--- src/rtl/nvi_int_pkg.sv ---
// nvi_int_pkg: shared constants and types for the MCS-51 interrupt controller.
//   - source index enum in fixed arbitration order
//   - SFR addresses and implemented-bit masks for IE / IP
//   - FSM state enum and the vector address helper
package nvi_int_pkg;

  typedef enum logic [2:0] {
    SRC_EX0   = 3'd0,
    SRC_TF0   = 3'd1,
    SRC_EX1   = 3'd2,
    SRC_TF1   = 3'd3,
    SRC_UART0 = 3'd4
  } src_e;

  localparam logic [7:0]  SFR_IE     = 8'hA8;
  localparam logic [7:0]  SFR_IP     = 8'hB8;
  // IE keeps EA plus the five enables; IP keeps the five priority bits.
  localparam logic [7:0]  IE_MASK    = 8'h9F;
  localparam logic [7:0]  IP_MASK    = 8'h1F;
  localparam logic [15:0] VEC_STRIDE = 16'h0008;

  typedef enum logic {
    ST_IDLE = 1'b0,
    ST_REQ  = 1'b1
  } state_e;

  // Vector = base + 8 * idx.
  function automatic logic [15:0] vec_of(input logic [15:0] base, input logic [2:0] idx);
    return base + {10'b0, idx, 3'b000};
  endfunction

endpackage

--- src/rtl/nvi_int_prio_enc.sv ---
// nvi_int_prio_enc: combinational two-level priority encoder.
//   elig_i  [4:0] eligible sources (pending, enabled, EA set)
//   ip_i    [4:0] priority bits, 1 = high level
//   valid_o       some source is eligible
//   idx_o   [2:0] winning source index
//   level_o       winning level (1 = high)
// High level beats low; within a level the lowest index wins.
module nvi_int_prio_enc (
  input  logic [4:0] elig_i,
  input  logic [4:0] ip_i,
  output logic       valid_o,
  output logic [2:0] idx_o,
  output logic       level_o
);

  logic [4:0] hi;
  logic [4:0] lo;

  always_comb begin
    hi      = elig_i & ip_i;
    lo      = elig_i & ~ip_i;
    valid_o = |elig_i;
    level_o = |hi;
    idx_o   = 3'd0;
    // Scan downward so the lowest set index is the last assignment.
    if (|hi) begin
      for (int i = 4; i >= 0; i--) begin
        if (hi[i]) idx_o = 3'(i);
      end
    end else begin
      for (int i = 4; i >= 0; i--) begin
        if (lo[i]) idx_o = 3'(i);
      end
    end
  end

endmodule

--- src/rtl/nvi_int_ctrl.sv ---
// nvi_int_ctrl: MCS-51 interrupt controller.
//   clk, reset_n                 core clock, async active-low reset
//   mem_*                        Naive-Memory Interface (IE at A8, IP at B8)
//   int_exIO0..int_UART0         level requests from the peripheral block
//   int_resp_n[7:0]              active-low one-cycle acknowledge per source
//   int_req / int_vector         request and LCALL target to the CPU
//   int_ack / int_reti           CPU vector accept and RETI pulses
// Holds IE/IP, the sampled pending bits, two-level in-service state, the
// one-cycle blackout flag and the IDLE/REQ request FSM.
module nvi_int_ctrl
  import nvi_int_pkg::*;
#(
  parameter int          N_SRC    = 5,
  parameter logic [15:0] VEC_BASE = 16'h0003
) (
  input  logic        clk,
  input  logic        reset_n,
  input  logic        mem_sel,
  input  logic        mem_we_n,
  input  logic        mem_rd_n,
  input  logic        mem_sfr_n,
  input  logic [15:0] mem_addr,
  input  logic [7:0]  mem_wdata,
  output logic [7:0]  mem_rdata,
  output logic        mem_ready_out,
  input  logic        int_exIO0,
  input  logic        int_TF0,
  input  logic        int_exIO1,
  input  logic        int_TF1,
  input  logic        int_UART0,
  output logic [7:0]  int_resp_n,
  output logic        int_req,
  output logic [15:0] int_vector,
  input  logic        int_ack,
  input  logic        int_reti
);

  logic [7:0]       ie_q, ip_q;
  logic [N_SRC-1:0] pend_q;
  state_e           state_q, state_d;
  logic [2:0]       idx_q, idx_d;
  logic             lvl_q, lvl_d;
  logic [15:0]      vec_q, vec_d;
  logic             insvc_hi_q, insvc_hi_d;
  logic             insvc_lo_q, insvc_lo_d;
  logic             blk_q, blk_d;
  logic [7:0]       resp_q, resp_d;

  logic             sfr_wr, sfr_rd, ie_wr, ip_wr;
  logic [4:0]       elig;
  logic [7:0]       elig8;
  logic             enc_valid, enc_level, req_ok;
  logic [2:0]       enc_idx;
  logic             unused_addr_hi;

  assign unused_addr_hi = ^mem_addr[15:8];

  assign sfr_wr = mem_sel & ~mem_sfr_n & ~mem_we_n;
  assign sfr_rd = mem_sel & ~mem_sfr_n & ~mem_rd_n;
  assign ie_wr  = sfr_wr & (mem_addr[7:0] == SFR_IE);
  assign ip_wr  = sfr_wr & (mem_addr[7:0] == SFR_IP);

  always_comb begin
    mem_rdata = 8'h00;
    if (sfr_rd) begin
      if (mem_addr[7:0] == SFR_IE)      mem_rdata = ie_q;
      else if (mem_addr[7:0] == SFR_IP) mem_rdata = ip_q;
    end
  end
  assign mem_ready_out = 1'b1;

  assign elig  = pend_q & ie_q[4:0] & {5{ie_q[7]}};
  assign elig8 = {3'b000, elig};

  nvi_int_prio_enc u_prio_enc (
    .elig_i  (elig),
    .ip_i    (ip_q[4:0]),
    .valid_o (enc_valid),
    .idx_o   (enc_idx),
    .level_o (enc_level)
  );

  // A high-level service blocks everything; a low-level service blocks only low.
  assign req_ok = enc_valid & ~insvc_hi_q & (enc_level | ~insvc_lo_q);

  // A register write or RETI lets one more instruction run before vectoring.
  assign blk_d = int_reti | ie_wr | ip_wr;

  always_comb begin
    state_d = state_q;
    idx_d   = idx_q;
    lvl_d   = lvl_q;
    vec_d   = vec_q;
    resp_d  = 8'hFF;
    // RETI retires the innermost level first; a same-cycle ack lands after it.
    insvc_hi_d = insvc_hi_q & ~int_reti;
    insvc_lo_d = insvc_lo_q & ~(int_reti & ~insvc_hi_q);
    case (state_q)
      ST_IDLE: begin
        if (req_ok && !blk_q) begin
          state_d = ST_REQ;
          idx_d   = enc_idx;
          lvl_d   = enc_level;
          vec_d   = vec_of(VEC_BASE, enc_idx);
        end
      end
      ST_REQ: begin
        if (int_ack) begin
          state_d = ST_IDLE;
          if (lvl_q) insvc_hi_d = 1'b1;
          else       insvc_lo_d = 1'b1;
          resp_d[idx_q] = 1'b0;
        end else if (!elig8[idx_q]) begin
          state_d = ST_IDLE;
        end
      end
      default: state_d = ST_IDLE;
    endcase
  end

  always_ff @(posedge clk or negedge reset_n) begin
    if (!reset_n) begin
      ie_q       <= 8'h00;
      ip_q       <= 8'h00;
      pend_q     <= '0;
      state_q    <= ST_IDLE;
      idx_q      <= 3'd0;
      lvl_q      <= 1'b0;
      vec_q      <= 16'h0000;
      insvc_hi_q <= 1'b0;
      insvc_lo_q <= 1'b0;
      blk_q      <= 1'b0;
      resp_q     <= 8'hFF;
    end else begin
      if (ie_wr) ie_q <= mem_wdata & IE_MASK;
      if (ip_wr) ip_q <= mem_wdata & IP_MASK;
      pend_q     <= N_SRC'({int_UART0, int_TF1, int_exIO1, int_TF0, int_exIO0});
      state_q    <= state_d;
      idx_q      <= idx_d;
      lvl_q      <= lvl_d;
      vec_q      <= vec_d;
      insvc_hi_q <= insvc_hi_d;
      insvc_lo_q <= insvc_lo_d;
      blk_q      <= blk_d;
      resp_q     <= resp_d;
    end
  end

  assign int_req    = (state_q == ST_REQ);
  assign int_vector = vec_q;
  assign int_resp_n = resp_q;

endmodule

--- config.mk ---
export PLATFORM = sky130hd
export DESIGN_NAME = nvi_int_ctrl
export DESIGN_NICKNAME = d
export VERILOG_FILES = /design/src/rtl/nvi_int_pkg.sv /design/src/rtl/nvi_int_prio_enc.sv /design/src/rtl/nvi_int_ctrl.sv
export SDC_FILE = /design/constraint.sdc
export NUM_CORES = 1
export LEC_CHECK = 0
export BUFFER_PORTS_ARGS = -buffer_cell sky130_fd_sc_hd__buf_2
export CAP_MARGIN = 0
export CORE_ASPECT_RATIO = 1.2
export CORE_MARGIN = 2
export CORE_UTILIZATION = 51
export DETAILED_ROUTE_END_ITERATION = 10
export PLACE_DENSITY = 0.95
export SLEW_MARGIN = 20
export SYNTH_ARGS = -nofsm -noshare
export SYNTH_HDL_FRONTEND = slang
export SYNTH_HIERARCHICAL = 1
export SYNTH_SLANG_ARGS = --single-unit
--- constraint.sdc ---
create_clock -name clk -period 6.22 [get_ports clk]
set_clock_uncertainty 0.2 [all_clocks]
set_input_delay 0.933 -clock clk [delete_from_list [all_inputs] [get_ports clk]]
set_output_delay 0.933 -clock clk [all_outputs]
set_load 0.02 [all_outputs]
# --- Word-level counts from Yosys, hierarchy flattened ---
# Index checks and enable logic that the tools add are counted.
word_totals:
  ff_bits: 48
  inputBits: 37
  out_inout_bits: 34
classes:
  n_addsub: 1
  order_cmp: 2
  n_eq_ne: 2
  n_mux: 30
  n_bitwise: 27
  n_reduce_logical: 6
op_table:
  columns: ["operator", "n"]
  rows:
  - ["$mux W3", 11]
  - ["$mux W8", 4]
  - ["$and A5 B5 Y5", 4]
  - ["$eq A8 B8 Y1 const B", 2]
  - ["$mux W1", 11]
  - ["$and A1 B1 Y1", 10]
  - ["$reduce_or A5 Y1", 2]
  - ["$not A1 Y1", 8]
  - ["$not A8 Y8", 1]
  - ["$add A2 B6 Y7 const A", 1]
  - ["$mux W5", 1]
  - ["$not A5 Y5", 1]
  - ["$lt A3 B4 Y1 const B", 1]
  - ["$bmux W1 S3", 1]
  - ["$demux W1 S3", 1]
  - ["$ge A3 B1 Y1 const B", 1]
  - ["$or A1 B1 Y1", 3]
  - ["$logic_and A1 B1 Y1", 2]
  - ["$pmux W1 S2", 1]
  - ["$reduce_and A2 Y1", 1]
  - ["$logic_not A1 Y1", 1]

# --- Longest topological paths before layout ---
depth:
  ltp_word: 10
  ltp_mapped: 6
  depth_no_buf: 6

# --- Cells and area by module ---
# Netlist, hierarchy kept.
by_module_without_submodules:
  columns: ["mod", "n_inst", "cells_per_inst", "area_each_um2", "seq_area_each_um2"]
  rows:
  - ["nvi_int_ctrl", 1, 125, 1551.5, 835.8]
  - ["nvi_int_prio_enc", 1, 25, 151.4, 0.0]

# --- Least setup slack after synthesis ---
# No wires, ideal clock.
synth_timing:
  kind: "in2out"
  from: "in mem_addr[6]"
  to: "out mem_rdata[7]"
  t_arrival_ps: 2248
  slack_ps: 2839
  cell_stages: 4
  path_buffers: 1
  cell_sequence: "nand4b_1 > or4_1 > clkbuf_1 > nor3b_2"
synth_via:
  elab_chain_len: 3
synth_rtl:
  columns: ["element", "line_no", "text"]
  rows:
  - ["start: declaration", "nvi_int_ctrl.sv:22", "input logic [15:0] mem_addr,"]
  - ["$eq A8 B8 Y1", "nvi_int_ctrl.sv:66", "if (mem_addr[7:0] == SFR_IE) mem_rdata = ie_q;"]
  - ["$mux W8", "nvi_int_ctrl.sv:66", null]
  - ["$mux W8", "nvi_int_ctrl.sv:65", "if (sfr_rd) begin"]
  - ["end: declaration", "nvi_int_ctrl.sv:24", "output logic [7:0] mem_rdata,"]
# Every way passes these cells.

# --- Final worst setup path ---
# Ends and elaborated chain as after synthesis.

==> metrics.md <==
| Metric | Value |
|---|---|
| Status | `finished clean` |
| Syn_area_per_cell | `11.35 um2` |
| Pwr/cell area | `204.7 mW/mm2` |
| I/O pins | `71` |
| CTS Root Cell | `clkbuf_8` |
| Core Footprint | `0.003281 mm2` |
| Clock sink count | `33` |
| Yosys cell types | `43` |
| Post-Syn Instances | `150` |
| Iter 0 DRT Violations | `50` |
| Slew Limit Fails | `0` |
| Setup TNS Final | `0 ns` |
| EDFF count, synth | `0` |
| I/O Buffers | `46` |
| Met3 WL | `189 um` |
| Ys Warns | `6` |
| Max layer used | `met4` |
| Layout net count | `233` |
| WL/cell | `13.76 um` |
| Via count | `1250` |
| GRT overflow | `0` |
| DP HPWL | `2.477 mm` |
| WL met2 | `1.759 mm` |
| CTS Hold Bufs | `0` |
| Setup violators final | `0` |
| Largest area contributor in the synthesized netlist | `dfrtp_1` |
| Layout cells sized above 1 | `42.86%` |
| Worst slew margin | `53.68%` |
| CP arrival | `2.49 ns` |
| Setup bufs post-CTS | `0` |
| Antenna Nets Post-Route | `0` |
| TritonCTS clock tree | `built` |
| Initial antenna violation count | `0` |
| Tmin final | `3.624 ns` |
| CP Data Required Time | `5.09 ns` |
| Die height | `67.30 um` |
| Commonest cells in the netlist | `dfrtp_1 (25), buf_4 (15), mux2_2 (15)` |
| Gpl congestion | `0.8360` |
| Worst reg2reg setup slack | `3.97 ns` |
| # DRC | `0` |
| CTS resizes | `0` |
| Critical path class | `input pin to primary output` |
| Startpoint types | `input pin` |
| GRT Overall Usage | `17.92%` |
| Yosys reg bits | `33` |
| Die area | `0.003819 mm2` |
| Area Overhead vs Synth | `16.02%` |
| H-tree depth | `2` |
| Vias in the first global route | `1163` |
| Pin count of the biggest net entering global routing | `34` |
| Global-route wire length before repair | `5.223 mm` |
| Clock Latency Late Sink | `0.28 ns` |
| Clk slew on worst S/H paths | `0.06 ns` |
| # diodes | `0` |
| Initial Util | `51.91%` |
| Fillers | `303` |
| Type of the worst min-delay path | `flop to flop` |
| Final Total Pwr | `0.4045 mW` |
| Fmax | `0.2760 GHz` |
| Via/cell ratio | `5.365` |
| Max cap viols | `0` |
| Seq/Total Area, Yosys | `49.08%` |
| CTS Buf Count | `5` |
| Die X | `56.75 um` |
| M1 WL | `1.208 mm` |
| Num rows | `23` |
| Crit path capture type | `primary output` |
| Worst-case clock buffer depth | `2` |
| Unrepaired setup endpoints after global routing | `false` |
| Tcrit/Tclk final | `58.26%` |
| Netlist Area Pre-Place | `0.001703 mm2` |
| Async SR Flop Fraction | `100.0%` |
| Largest cells by area after synthesis | `dfrtp_1 (37%), dfstp_2 (12%), mux2_2 (9.9%), buf_4 (6.6%), nand2_1 (3.1%)` |
| Synth top area share | `36.74%` |
| Worst Tran Pin Value | `0.6948 ns` |
| Leakage | `0.9488 nW` |
| Pre-antenna DRT Iters | `4` |
| Top-count cell post-synth | `dfrtp_1` |
| Final hold vios | `0` |
| Most used flip-flop cell after synthesis | `dfrtp_1` |
| Worst IR drop on VDD | `0.1643 mV` |
| Final WL | `3.205 mm` |
| Worst Path Max Fanout | `6` |
per-layer routing:
metal | GRT usage, % | up-vias
li1 | - | 596
met1 | 19.65 | 605
met2 | 33.43 | 44
met3 | 5.364 | 5
met4 | 5.523 | 0
met5 | 0 | -
critical path, stage by stage:
cell and delay (ns):
buf_2 0.10, nand4b_1 0.33, or4_1 0.70, nor3b_2 0.23
buf_2 0.19
state kept, by name, indices dropped and copies added (netlist names):
register,cells
int_resp_n,8
ie_q,6
ip_q,5
pend_q,5
idx_q,2
int_vector,2
blk_q,1
insvc_hi_q,1
insvc_lo_q,1
int_req,1
lvl_q,1
per-stage QoR:
| step | area, um2 | setup slack [ns] | util, % | hold slack [ns] | cells |
|---|---|---|---|---|---|
| global route | 1976 | 2.510 | 60.22 | 0.3151 | 233 |
| floorplan | 1748 | 2.839 | - | 0.2518 | 162 |
| CTS | 1976 | 2.616 | 60.22 | 0.3013 | 233 |
| global placement | 1889 | 2.651 | 57.59 | 0.2769 | 226 |
| detailed placement | 1889 | 2.614 | 57.59 | 0.2861 | 226 |
| finish | 1976 | 2.596 | 60.22 | 0.2939 | 233 |
layout by cell type, fill, tap and decap left out, drive strengths merged, types with 2 or more instances in the layout:
| cell | instances |
|---|---|
| buf | 46 |
| dfrtp | 25 |
| mux2 | 15 |
| nand2 | 14 |
| conb | 14 |
| nor2 | 9 |
| dfstp | 8 |
| clkbuf | 7 |
| and3 | 6 |
| mux2i | 5 |
| o21ai | 5 |
| inv | 4 |
| nor2b | 3 |
| nand2b | 3 |
| nand4 | 3 |
| nand3b | 2 |
| nand3 | 2 |
| nor4 | 2 |
| a31oi | 2 |
| or4 | 2 |
cell type report:
type | count | area [um2] | share of cell area (%)
Inverter | 4 | 15.01 | 0.7600
Timing Repair Buffer | 46 | 230.2 | 11.65
Multi-Input combinational cell | 106 | 762.0 | 38.57
Tap cell | 37 | 46.29 | 2.343
Clock buffer | 7 | 86.33 | 4.370
Sequential cell | 33 | 835.8 | 42.31
path summary, 6_finish.rpt:
kind,start,end,cells past startpoint
max,mem_addr[6],mem_rdata[7],5
min,int_vector[1],int_vector[1],1
max reg2reg,ie_q[7],idx_q[1],5
min reg2reg,int_vector[1],int_vector[1],1
max in group asynchronous,reset_n,ip_q[3],1
min in group asynchronous,reset_n,insvc_lo_q,1
power by group:
group	switching (mW)	total, mW	internal, mW
Sequential	0.00231	0.220	0.218
Clock	0.0687	0.156	0.0876
Combinational	0.0187	0.0278	0.00910
logic make-up after synthesis:
family / synth area share [%]
other cells: 0.4410
simple gates: 20.28
buf+inv: 8.817
mux: 14.18
flops: 49.08
compound gates: 7.201
(Power assumes the default switching activity.)
